$ cat src/rtl/imem_loader_pkg.sv
// Shared configuration and types for the instruction-memory loader.
package imem_loader_pkg;

    // Instruction word width
    localparam int unsigned INST_WIDTH       = 32;

    // Header is a little-endian 32-bit word count
    localparam int unsigned LOADER_HDR_BYTES = 4;

    // Bytes assembled per instruction word
    localparam int unsigned BYTES_PER_WORD   = INST_WIDTH / 8;

    // Loader control states
    typedef enum logic [2:0] {
        ST_IDLE = 3'd0,
        ST_HDR  = 3'd1,
        ST_LOAD = 3'd2,
        ST_DONE = 3'd3,
        ST_ERR  = 3'd4
    } loader_state_e;

endpackage

$ cat src/rtl/imem_loader_byte_packer.sv
// Packs a byte stream little-endian into INST_WIDTH words.
// The completed word and its valid flag are combinational on the cycle the
// last byte is accepted, so the caller can register them directly.
module byte_packer
    import imem_loader_pkg::*;
(
    input  logic                  clk_i,
    input  logic                  rst_ni,
    input  logic                  i_clr,
    input  logic                  i_byte_en,
    input  logic [7:0]            i_byte,
    output logic [INST_WIDTH-1:0] o_word_c,
    output logic                  o_word_valid_c
);

    localparam int unsigned IDX_W = $clog2(BYTES_PER_WORD);
    localparam int unsigned ACC_W = INST_WIDTH - 8;
    localparam logic [IDX_W-1:0] LAST_IDX = IDX_W'(BYTES_PER_WORD - 1);

    logic [IDX_W-1:0] r_idx;
    logic [ACC_W-1:0] r_acc;

    // Byte index and right-shifting accumulator; earliest byte ends in the low lane
    always_ff @(posedge clk_i) begin
        if (!rst_ni) begin
            r_idx <= '0;
            r_acc <= '0;
        end else if (i_clr) begin
            r_idx <= '0;
        end else if (i_byte_en) begin
            if (r_idx == LAST_IDX) begin
                r_idx <= '0;
            end else begin
                r_acc <= {i_byte, r_acc[ACC_W-1:8]};
                r_idx <= r_idx + IDX_W'(1);
            end
        end
    end

    assign o_word_c       = {i_byte, r_acc};
    assign o_word_valid_c = i_byte_en && (r_idx == LAST_IDX);

endmodule

$ cat src/rtl/imem_loader.sv
// Instruction-memory loader: takes a header word count N followed by N
// little-endian words from a byte stream and writes them from address 0,
// holding the core in reset until the load completes.
module imem_loader
    import imem_loader_pkg::*;
#(
    parameter int unsigned MEM_SIZE  = 1024,
    parameter int unsigned BOOT_HOLD = 1,
    localparam int unsigned AW       = $clog2(MEM_SIZE)
) (
    input  logic                  clk_i,
    input  logic                  rst_ni,
    input  logic                  start_i,
    input  logic                  abort_i,
    input  logic [7:0]            rx_data_i,
    input  logic                  rx_valid_i,
    output logic                  rx_ready_o,
    output logic                  mem_we_o,
    output logic [AW+1:0]         mem_addr_o,
    output logic [INST_WIDTH-1:0] mem_wdata_o,
    output logic                  cpu_rst_no,
    output logic                  busy_o,
    output logic                  done_o,
    output logic                  err_o,
    output logic [AW:0]           words_loaded_o
);

    localparam int unsigned HDR_W = LOADER_HDR_BYTES * 8;

    loader_state_e         r_state;
    logic                  r_rx_ready;
    logic                  r_mem_we;
    logic [AW+1:0]         r_mem_addr;
    logic [INST_WIDTH-1:0] r_mem_wdata;
    logic                  r_cpu_rst_n;
    logic                  r_busy;
    logic                  r_done;
    logic                  r_err;
    logic [AW:0]           r_words;
    logic [AW:0]           r_count;

    logic                  w_accept;
    logic                  w_pack_clr;
    logic [INST_WIDTH-1:0] w_word;
    logic                  w_word_valid;
    logic [HDR_W-1:0]      w_hdr_count;
    logic [AW:0]           w_words_next;
    logic                  w_idle_like;

    assign w_idle_like  = (r_state != ST_HDR) && (r_state != ST_LOAD);
    assign w_accept     = rx_valid_i && r_rx_ready;
    assign w_pack_clr   = w_idle_like && start_i;
    assign w_hdr_count  = HDR_W'(w_word);
    assign w_words_next = r_words + (AW+1)'(1);

    byte_packer u_packer (
        .clk_i          (clk_i),
        .rst_ni         (rst_ni),
        .i_clr          (w_pack_clr),
        .i_byte_en      (w_accept),
        .i_byte         (rx_data_i),
        .o_word_c       (w_word),
        .o_word_valid_c (w_word_valid)
    );

    // Load sequencer with registered handshake, write port and status outputs
    always_ff @(posedge clk_i) begin
        if (!rst_ni) begin
            r_state     <= ST_IDLE;
            r_rx_ready  <= 1'b0;
            r_mem_we    <= 1'b0;
            r_mem_addr  <= '0;
            r_mem_wdata <= '0;
            r_cpu_rst_n <= (BOOT_HOLD == 0);
            r_busy      <= 1'b0;
            r_done      <= 1'b0;
            r_err       <= 1'b0;
            r_words     <= '0;
            r_count     <= '0;
        end else begin
            r_mem_we <= 1'b0;
            unique case (r_state)
                ST_IDLE, ST_DONE, ST_ERR: begin
                    if (start_i) begin
                        r_state     <= ST_HDR;
                        r_rx_ready  <= 1'b1;
                        r_busy      <= 1'b1;
                        r_done      <= 1'b0;
                        r_err       <= 1'b0;
                        r_words     <= '0;
                        r_cpu_rst_n <= 1'b0;
                    end
                end
                ST_HDR: begin
                    if (abort_i) begin
                        r_state    <= ST_ERR;
                        r_rx_ready <= 1'b0;
                        r_busy     <= 1'b0;
                        r_err      <= 1'b1;
                    end else if (w_word_valid) begin
                        if (w_hdr_count == '0) begin
                            r_state     <= ST_DONE;
                            r_rx_ready  <= 1'b0;
                            r_busy      <= 1'b0;
                            r_done      <= 1'b1;
                            r_cpu_rst_n <= 1'b1;
                        end else if (w_hdr_count > HDR_W'(MEM_SIZE)) begin
                            r_state    <= ST_ERR;
                            r_rx_ready <= 1'b0;
                            r_busy     <= 1'b0;
                            r_err      <= 1'b1;
                        end else begin
                            r_state <= ST_LOAD;
                            r_count <= (AW+1)'(w_hdr_count);
                        end
                    end
                end
                ST_LOAD: begin
                    if (abort_i) begin
                        // Any partially assembled word is dropped
                        r_state    <= ST_ERR;
                        r_rx_ready <= 1'b0;
                        r_busy     <= 1'b0;
                        r_err      <= 1'b1;
                    end else if (w_word_valid) begin
                        r_mem_we    <= 1'b1;
                        r_mem_wdata <= w_word;
                        r_mem_addr  <= {r_words[AW-1:0], 2'b00};
                        r_words     <= w_words_next;
                        if (w_words_next == r_count) begin
                            r_state     <= ST_DONE;
                            r_rx_ready  <= 1'b0;
                            r_busy      <= 1'b0;
                            r_done      <= 1'b1;
                            r_cpu_rst_n <= 1'b1;
                        end
                    end
                end
                default: begin
                    r_state    <= ST_IDLE;
                    r_rx_ready <= 1'b0;
                    r_busy     <= 1'b0;
                end
            endcase
        end
    end

    assign rx_ready_o     = r_rx_ready;
    assign mem_we_o       = r_mem_we;
    assign mem_addr_o     = r_mem_addr;
    assign mem_wdata_o    = r_mem_wdata;
    assign cpu_rst_no     = r_cpu_rst_n;
    assign busy_o         = r_busy;
    assign done_o         = r_done;
    assign err_o          = r_err;
    assign words_loaded_o = r_words;

endmodule

$ cat config.mk
export PLATFORM = sky130hd
export DESIGN_NAME = imem_loader
export DESIGN_NICKNAME = d
export VERILOG_FILES = /design/src/rtl/imem_loader_pkg.sv /design/src/rtl/imem_loader_byte_packer.sv /design/src/rtl/imem_loader.sv
export SDC_FILE = /design/constraint.sdc
export NUM_CORES = 1
export LEC_CHECK = 0
export CAP_MARGIN = 20
export CORE_MARGIN = 5
export CORE_UTILIZATION = 30
export CTS_CLUSTER_SIZE = 28
export DETAILED_ROUTE_END_ITERATION = 8
export GPL_ROUTABILITY_DRIVEN = 1
export HOLD_SLACK_MARGIN = 0.1
export REMOVE_ABC_BUFFERS = 1
export SLEW_MARGIN = 20
export SYNTH_ARGS = -nofsm -noshare
export SYNTH_HDL_FRONTEND = slang
export SYNTH_SLANG_ARGS = --single-unit
$ cat constraint.sdc
create_clock -name clk_i -period 2.1 [get_ports clk_i]
set_input_delay 0.42 -clock clk_i [delete_from_list [all_inputs] [get_ports clk_i]]
set_output_delay 0.42 -clock clk_i [all_outputs]
set_load 0.05 [all_outputs]
# After elaboration in Yosys (flattened, before gate mapping)
# Index checks and enable logic that the tools add are counted.
[totals] ff_bits=97 inputBits=13 out_inout_bits=61 wordCells=100
[op_classes] bitwise=7 add_sub_neg=2 n_eq_ne=22 reduce_logical=19 magnitude_cmp=1 mux=38
[ops] op="11-bit 2-to-1 mux" count=3
[ops] op="32-bit by 11-bit greater-than comparator with 1-bit output, second input constant" count=1
[ops] op="32-bit logical NOT" count=1
[ops] op="3-bit 2-to-1 mux" count=8
[ops] op="11-bit one-hot mux with 2 select lines" count=1
[ops] op="1-bit 2-to-1 mux" count=21
[ops] op="2-bit != test, second input constant" count=6
[ops] op="11-bit by 1-bit adder with 11-bit output, second input constant" count=1
[ops] op="11-bit equality test" count=1
[ops] op="5-bit AND reduction" count=2
[ops] op="3-bit by 2-bit != test with 1-bit output, second input constant" count=3
[ops] op="3-bit != test, second input constant" count=3
[ops] op="1-bit one-hot mux with 3 select lines" count=3
[ops] op="3-bit one-hot mux with 3 select lines" count=1
[ops] op="4-bit AND reduction" count=2
[ops] op="8-bit AND reduction" count=1
[ops] op="1-bit NOT" count=7
[ops] op="3-bit by 2-bit equality test with 1-bit output, second input constant" count=2
[ops] op="3-bit AND reduction" count=2
[ops] op="6-bit AND reduction" count=1
[ops] op="3-bit OR reduction" count=2
[ops] op="1-bit logical AND" count=4
[ops] op="2-bit by 1-bit != test with 1-bit output, second input constant" count=2
[ops] op="4-bit != test, second input constant" count=1
[ops] op="10 further kinds" count=10

# Depth between registers and ports, before layout
# Gate-level depths: netlist of the first run.
[depth] depth_word=6 ltp_mapped=9 mapped_depth_nobuf=7

# By module
# Synthesis of the first run repeated with hierarchy kept, for this count alone.
[hier_totals] cells_unflattened=535 area_unflattened_um2=4593.2
[by_module_without_submodules] mod="imem_loader" cells_each=429 area_each_um2=3510.9 n_inst=1
[by_module_without_submodules] mod="byte_packer" cells_each=106 area_each_um2=1082.3 n_inst=1

# Worst setup path after synthesis of the first run
# OpenSTA, ideal clock, no wires.
[synth_path] kind="flip-flop to flip-flop" from="register words_loaded_o[0] (netlist name)" to="register r_err (netlist: err_o)" setup_time_ps=119 path_stages_with_launch=8 t_arrival_ps=2662 required_ps=1981 path_buffers=0 path_slack_ps=-681 path_cell_list="dfxtp_1 ha_1 nand4_1 or4_1 o21a_2 a2111oi_4 a21oi_2 o221a_1"
[synth_lines] element="end signal, assigned" line="imem_loader.sv:77" rtl="r_err <= 1'b0;"
[synth_lines] element="end signal, assigned" line="imem_loader.sv:89" rtl="r_err <= 1'b0;"
[synth_lines] element="end signal, assigned" line="imem_loader.sv:99" rtl="r_err <= 1'b1;"
[synth_lines] element="end, declared" line="imem_loader.sv:38" rtl="logic r_err;"

==> results.yml, run 1 <==
run_status:
  outcome: "finished with violations"
  failed_checks: "negative setup slack"
setup_path:
  cp_data_arrival_time_ns: 2.35
  ff_to_ff_setup_slack_ns: -0.02
  r2r.worst_path.cells: 7
  critical_path.reg2reg.endpoint: "err_o"
  timing.critical_path.from_type: "flip-flop"
  critical_path.reg2reg.startpoint: "words_loaded_o[0]"
  timing.critical_path.fanout_max: 4
  crit_path_launch: "words_loaded_o[0]"
  critical_path_required_ns: 2.33
  worst_setup_path_endpoint: "err_o"
  critPathCaptureType: "flip-flop"
  crit_type: "flip-flop to flip-flop"
pwr:
  switching_share_pct: 25.46
  p_comb_share_pct: 11.4
  internal-power_w: 0.002870
  power_density_mw_per_mm2: 625.7
  finalPower_w: 0.003850
  peakVddDrop_mv: 0.4725
  share_clk_of_total_power_pct: 39.5
  power_switching_w: 0.0009801
  cellLeakagePower_nw: 2.430
  sequentialPowerShare_pct: 49.0
detailed_routing:
  detail-route-antenna-nets: 0
  drt_iter0_drc: 108
  finalWirelength_mm: 11.65
  wire_per_inst_um: 14.40
  drt-pass1-iter-count: 4
  vias: 3932
  viasPerCell: 4.860
  drcViolationCount: 0
placed_design:
  numPlacedInstances: 793
  port-buffer-count: 71
  place_congestion: 0.8375
  dp_hpwl_mm: 8.533
worst_hold_path:
  hold_class: "input pin to flip-flop"
global_routing:
  grt_usage_pct: 13.38
  groute.layer.met1.usage_pct: 16.36
  busiest_layer: "met2"
  first_global_vias: 3972
  grt_antenna_before_repair: 0
  grt_pass1_wl_mm: 19.48
  gr-total-overflow: 0
  globalRouteMet2Util_pct: 21.98
  use_met3_pct: 5.125
  grt_start_max_net_pins: 46
floorplan:
  die-height_um: 132.5
  die_x_extent_um: 132.5
  die_area_mm2: 0.01755
  initial_core_util_pct: 30.72
  num_io_pins: 74
  rows: 44
  core_mm2: 0.01464
clocking:
  cts_tree: "built"
  h_tree_depth: 3
  cts_hold_repair.buffers: 0
  cts_inserted_buffers: 9
  clock_slew_at_reported_path_ffs_ns: 0.06
  cts_sinks: 97
  ctsLongestPathBuffers: 2
  clock-root-buffer: "sky130_fd_sc_hd__clkbuf_16"
  insertion_delay_ns: 0.35
cells_and_area:
  nNetsFinal: 635
  antennaDiodeCount: 0
  area_growth_pct: 36.76
  finish.cell_count_without_fillers: 809
  utilization_pct: 42.02
  fraction_of_final_layout_cells_with_drive_strength_greater_than_1_pct: 17.28
logic_synthesis:
  cell_area_after_technology_mapping_mm2: 0.004499
  synth_async_sr_flop_share_pct: 0
  postSynth.topFlopCell: "sky130_fd_sc_hd__dfxtp_1"
  synth.distinct_cells: 51
  synth-warning-count: 0
  postSynthRegisterBits: 97
  post_synth.cell_area_avg_um2: 8.636
  synthCells: 521
  synth-edff-count: 0
  ys_seq_area_share_pct: 43.16
timing:
  final-hold-violation-count: 0
  skew_ns: 0.009215
  grt_setup_unrepaired: "true"
  setup_total_negative_slack_ns: -0.01576
  clock.fmax_ghz: 0.4726
  final_setup_slack_of_the_worst_path_ns: -0.01576
  post-route-min-period_ns: 2.116
  report.final.slew_viol_count: 0
  setup_viol_count_final: 1
  maxSlewHeadroom_pct: 63.59
  final_min_period_over_clock_period_pct: 100.8
  worst_slew_pin_slew_ns: 0.5444
flow_run:
  drv_cap: 0
==> state kept, by name (all words and copies together) (netlist names) <==
name,flops
r_state,3
r_count,11
mem_addr_o,10
u_packer.r_acc,24
mem_we_o,1
u_packer.r_idx,2
done_o,1
busy_o,1
mem_wdata_o,32
err_o,1
words_loaded_o,11
==> through the flow <==
stage	hold slack, ns	cell area (um2)	setup WS [ns]
after floorplan	0.4371	4322	-1.008
final	0.3953	6153	-0.01576
after global placement	0.4437	5718	-0.4101
after CTS	0.4675	6031	-0.04764
after detailed placement	0.4586	5718	-0.4132
after global routing	0.4018	6153	-0.1020
==> worst min-delay path by stage <==
| stage | slack, ns | cells after the start | to | start |
|---|---|---|---|---|
| floorplan | 0.44 | 2 | u_packer.r_idx[1] | u_packer.r_idx[1] |
| global placement | 0.44 | 2 | u_packer.r_idx[1] | u_packer.r_idx[1] |
| detailed placement | 0.46 | 2 | mem_addr_o[9] | mem_addr_o[9] |
| CTS | 0.47 | 2 | mem_addr_o[9] | mem_addr_o[9] |
| global route | 0.40 | 3 | mem_wdata_o[27] | rx_data_i[3] |
| finish | 0.40 | 3 | mem_wdata_o[27] | rx_data_i[3] |
==> cells in the mapped netlist, types with 2 or more instances <==
master,n,area share [%]
sky130_fd_sc_hd__a21oi_1,8,0.89
sky130_fd_sc_hd__nor2b_1,37,5.1
sky130_fd_sc_hd__and2_1,3,0.42
sky130_fd_sc_hd__a31oi_1,2,0.28
sky130_fd_sc_hd__a2bb2oi_1,2,0.39
sky130_fd_sc_hd__nor4_1,9,1.3
sky130_fd_sc_hd__ha_1,2,0.56
sky130_fd_sc_hd__and3_1,4,0.56
sky130_fd_sc_hd__a211oi_1,2,0.33
sky130_fd_sc_hd__buf_2,7,0.78
sky130_fd_sc_hd__o21ai_0,6,0.67
sky130_fd_sc_hd__nor3_1,18,2.0
sky130_fd_sc_hd__and4_1,3,0.58
sky130_fd_sc_hd__clkbuf_1,27,2.3
sky130_fd_sc_hd__nand3_1,10,1.1
sky130_fd_sc_hd__o21a_1,9,1.5
sky130_fd_sc_hd__xnor2_1,4,0.78
sky130_fd_sc_hd__nand2b_1,5,0.70
sky130_fd_sc_hd__dfxtp_1,97,43
sky130_fd_sc_hd__nand4_1,4,0.56
sky130_fd_sc_hd__xor2_1,8,1.6
sky130_fd_sc_hd__nand2_1,109,9.1
sky130_fd_sc_hd__buf_4,6,1.0
sky130_fd_sc_hd__inv_1,7,0.58
sky130_fd_sc_hd__nand3b_1,2,0.33
sky130_fd_sc_hd__a21boi_0,51,8.5
sky130_fd_sc_hd__o41ai_1,2,0.39
sky130_fd_sc_hd__nor2_1,12,1.0
sky130_fd_sc_hd__a21o_1,2,0.33
sky130_fd_sc_hd__o211ai_1,2,0.33
sky130_fd_sc_hd__mux2i_1,39,8.7
sky130_fd_sc_hd__o31ai_1,3,0.50
==> timing repair <==
item                       CTS  global route
resized for setup           10            25
setup endpoints to repair    6            35
buffers inserted             0             1
pin swaps                    8            12
==> per-layer routing <==
metal | vias to the layer above | share of wire (%) | wire [um]
met3 | 14 | 6.1 | 714
met1 | 1855 | 45 | 5285
li1 | 1977 | - | -
met5 | - | 0 | 0
met4 | 0 | 1.5 | 170
met2 | 86 | 47 | 5476
==> critical path: stages (launching register included) <==
cell                        delay, ns
sky130_fd_sc_hd__dfxtp_2         0.35
sky130_fd_sc_hd__ha_4            0.14
sky130_fd_sc_hd__nand4_1         0.11
sky130_fd_sc_hd__or4_1           0.41
sky130_fd_sc_hd__o21a_2          0.16
sky130_fd_sc_hd__a2111oi_4       0.42
sky130_fd_sc_hd__a21oi_2         0.15
sky130_fd_sc_hd__o221a_1         0.27
==> power by group through the flow <==
stage	Sequential, W	Combinational [W]	Clock, W
global placement	0.00193	0.000421	0
finish	0.00189	0.000440	0.00152
detailed placement	0.00193	0.000426	0
global route	0.00189	0.000471	0.00166
floorplan	0.00199	0.000178	0
CTS	0.00189	0.000431	0.00158
==> cells by family (layout without fill, tap and decap cells) <==
group	after synthesis	count (layout)	synth area share [%]
simple gates	222	222	23.72
compound gates	101	101	16.85
flops	97	97	43.16
buf+inv	47	150	4.616
mux	39	39	8.676
xor+xnor	12	12	2.336
fa+ha+maj	2	2	0.5561
other cells	1	2	0.08335
==> cell type report <==
type	count	area, um2
Clock inverter	5	37.54
Sequential cell	97	1944
Timing Repair Buffer	127	1174
Multi-Input combinational cell	378	2509
Clock buffer	11	232.7
Tap cell	184	230.2
Fill cell	1425	8491
Inverter	7	26.28
==> layout by cell type (no fill, tap or decap), types with 2 or more instances in the layout <==
master / n
sky130_fd_sc_hd__a21o_1: 2
sky130_fd_sc_hd__and2_1: 2
sky130_fd_sc_hd__nor4_1: 4
sky130_fd_sc_hd__o21ai_0: 5
sky130_fd_sc_hd__nand2b_1: 5
sky130_fd_sc_hd__dfxtp_1: 95
sky130_fd_sc_hd__buf_12: 5
sky130_fd_sc_hd__clkinvlp_4: 2
sky130_fd_sc_hd__a31oi_1: 2
sky130_fd_sc_hd__clkbuf_1: 2
sky130_fd_sc_hd__a21boi_0: 48
sky130_fd_sc_hd__a21boi_1: 2
sky130_fd_sc_hd__nand4_1: 4
sky130_fd_sc_hd__nor2b_1: 37
sky130_fd_sc_hd__clkdlybuf4s50_1: 59
sky130_fd_sc_hd__mux2i_1: 38
sky130_fd_sc_hd__xnor2_1: 3
sky130_fd_sc_hd__nand3b_1: 2
sky130_fd_sc_hd__conb_1: 2
sky130_fd_sc_hd__clkbuf_16: 9
sky130_fd_sc_hd__xor2_1: 8
sky130_fd_sc_hd__nor4_2: 5
sky130_fd_sc_hd__dfxtp_2: 2
sky130_fd_sc_hd__nor2_1: 12
sky130_fd_sc_hd__buf_4: 59
sky130_fd_sc_hd__nand3_1: 9
sky130_fd_sc_hd__and3_1: 3
sky130_fd_sc_hd__o31ai_1: 2
sky130_fd_sc_hd__nor3_1: 16
sky130_fd_sc_hd__and4_1: 2
sky130_fd_sc_hd__inv_6: 2
sky130_fd_sc_hd__nand2_1: 108
sky130_fd_sc_hd__o211ai_1: 2
sky130_fd_sc_hd__inv_1: 7
sky130_fd_sc_hd__o21a_1: 9
sky130_fd_sc_hd__a21oi_1: 8
sky130_fd_sc_hd__buf_6: 2
(Power assumes the default switching activity.)
==> run 2: changes to the inputs <==
--- a/config.mk
+++ b/config.mk
@@ -12,6 +12,7 @@
 export DETAILED_ROUTE_END_ITERATION = 8
 export GPL_ROUTABILITY_DRIVEN = 1
 export HOLD_SLACK_MARGIN = 0.1
+export MAX_ROUTING_LAYER = met4
 export REMOVE_ABC_BUFFERS = 1
 export SLEW_MARGIN = 20
 export SYNTH_ARGS = -nofsm -noshare
==> run 2 against run 1 <==
The flow still finishes with violations (negative setup slack). Sequential share of layout area stayed put. Cell area stayed put. Hold slack barely moved. Sequential power about the same. Critical path depth did not move. Via count about the same. Utilization is the same. Critical path type unchanged.
==> results.yml, run 2 (synthesis gave the netlist of run 1 again) <==
worst_hold_path:
  hold_class: "input pin to flip-flop"
global_routing:
  gr-total-overflow: 0
  grt_pass1_wl_mm: 19.44
  first_global_vias: 3988
  grt_start_max_net_pins: 46
  grt_antenna_before_repair: 0
  grt_usage_pct: 13.77
timing:
  hold_slack_ns: 0.3955
  final_min_period_over_clock_period_pct: 100.5
  final_setup_slack_of_the_worst_path_ns: -0.01067
  maxSlewHeadroom_pct: 62.41
  worst_slew_pin_slew_ns: 0.5621
  clock.fmax_ghz: 0.4738
  setup_viol_count_final: 1
  setup_total_negative_slack_ns: -0.01067
  post-route-min-period_ns: 2.111
  final-hold-violation-count: 0
  grt_setup_unrepaired: "true"
  report.final.slew_viol_count: 0
  skew_ns: 0.01036
detailed_routing:
  vias: 3934
  viasPerCell: 4.863
  wire_per_inst_um: 14.37
  drcViolationCount: 0
  finalWirelength_mm: 11.62
  detail-route-antenna-nets: 0
  drt-pass1-iter-count: 4
  drt_iter0_drc: 116
floorplan:
  rows: 44
  die_x_extent_um: 132.5
  die_area_mm2: 0.01755
  initial_core_util_pct: 30.72
  core_mm2: 0.01464
  num_io_pins: 74
  die-height_um: 132.5
cells_and_area:
  antennaDiodeCount: 0
  area_growth_pct: 36.76
  mostFrequentLayoutCell: "sky130_fd_sc_hd__nand2_1"
  flip_flop_count_of_the_largest_register_after_layout: 32
  fraction_of_final_layout_cells_with_drive_strength_greater_than_1_pct: 17.28
  final_cell_mix: "sky130_fd_sc_hd__nand2_1 (108), sky130_fd_sc_hd__dfxtp_1 (95), sky130_fd_sc_hd__clkdlybuf4s50_1 (59), sky130_fd_sc_hd__buf_4 (59), sky130_fd_sc_hd__a21boi_0 (48)"
  nNetsFinal: 635
  fill_cells: 1425
setup_path:
  cp_max_stage_cell: "sky130_fd_sc_hd__or4_1"
  largest_stage_delay_on_the_critical_path_ns: 0.41
  critical_path_required_ns: 2.33
  critPathCaptureType: "flip-flop"
  crit_type: "flip-flop to flip-flop"
  timing.critical_path.fanout_max: 4
  path_cells: "ha_4 > nand4_1 > or4_1 > o21a_2 > a2111oi_4 > a21oi_2 > o221a_1"
  timing.critical_path.from_type: "flip-flop"
  cp_data_arrival_time_ns: 2.34
placed_design:
  place_congestion: 0.8504
  dp_hpwl_mm: 8.533
  port-buffer-count: 71
run_status:
  outcome: "finished with violations"
  failed_checks: "negative setup slack"
clocking:
  h_tree_depth: 3
  cts_sinks: 97
  ctsLongestPathBuffers: 2
  insertion_delay_ns: 0.35
  clock_slew_at_reported_path_ffs_ns: 0.06
  cts_inserted_buffers: 9
  clock-root-buffer: "sky130_fd_sc_hd__clkbuf_16"
  cts_tree: "built"
  cts_hold_repair.buffers: 0
pwr:
  peakVddDrop_mv: 0.4743
  power_density_mw_per_mm2: 625.5
  cellLeakagePower_nw: 2.430
flow_run:
  drv_cap: 0
run 2: cell counts in the layout (fill, tap and decap cells not counted):
Identical to the previous run, type by type.
run 2: timing repair:
action	in CTS	in global routing
endpoints found under the setup margin	6	35
setup buffers	0	1
resized for setup	10	25
pin swaps	8	12
run 2: metal layers:
layer / up-vias / part of all wire (%) / global-route usage, %
met4: 0 / 1.5 / 3.868
li1: 1976 / - / -
met1: 1851 / 46 / 16.38
met2: 93 / 47 / 22.01
met5: - / 0 / -
met3: 14 / 6.0 / 5.011
run 2: path summary, 6_finish.rpt:
path         cells after the start              start  slack, ns         endpoint
max                              7  words_loaded_o[0]      -0.01            err_o
min                              3       rx_data_i[3]       0.40  mem_wdata_o[27]
max reg2reg                      7  words_loaded_o[0]      -0.01            err_o
min reg2reg                      2      mem_addr_o[9]       0.46    mem_addr_o[9]
run 2: where the power goes:
| part | switching [W] | internal [W] | total (W) |
|---|---|---|---|
| combinational | 0.000244 | 0.000195 | 0.000440 |
| sequential | 0.0000233 | 0.00186 | 0.00189 |
| clock | 0.000711 | 0.000810 | 0.00152 |
| total | 0.000979 | 0.00287 | 0.00385 |
run 2: final cells by class:
class | instances | area, um2 | area share [%]
clock buffers | 11 | 232.7 | 3.782
clock inverters | 5 | 37.54 | 0.6100
inverters | 7 | 26.28 | 0.4270
multi-input cells | 378 | 2509 | 40.77
flip-flops and latches | 97 | 1944 | 31.60
well taps | 184 | 230.2 | 3.741
repair buffers | 127 | 1174 | 19.07
run 2: metrics by stage:
step	total power [W]	instance area, um2	setup slack (ns)	cells	util (%)
floorplan	0.002168	4322	-1.008	482	-
global placement	0.002351	5718	-0.4101	793	39.05
detailed placement	0.002356	5718	-0.4132	793	39.05
CTS	0.003897	6031	-0.04764	809	41.18
global route	0.004018	6153	-0.1024	809	42.02
finish	0.003849	6153	-0.01067	809	42.02
run 2: critical path, delay by kind of cell (launching register included):
| family | cells | cell delay [ns] |
|---|---|---|
| AOI/OAI and AO/OA | 4 | 0.99 |
| adders and majority gates | 1 | 0.14 |
| DFF | 1 | 0.35 |
| and+or+nand+nor | 2 | 0.52 |
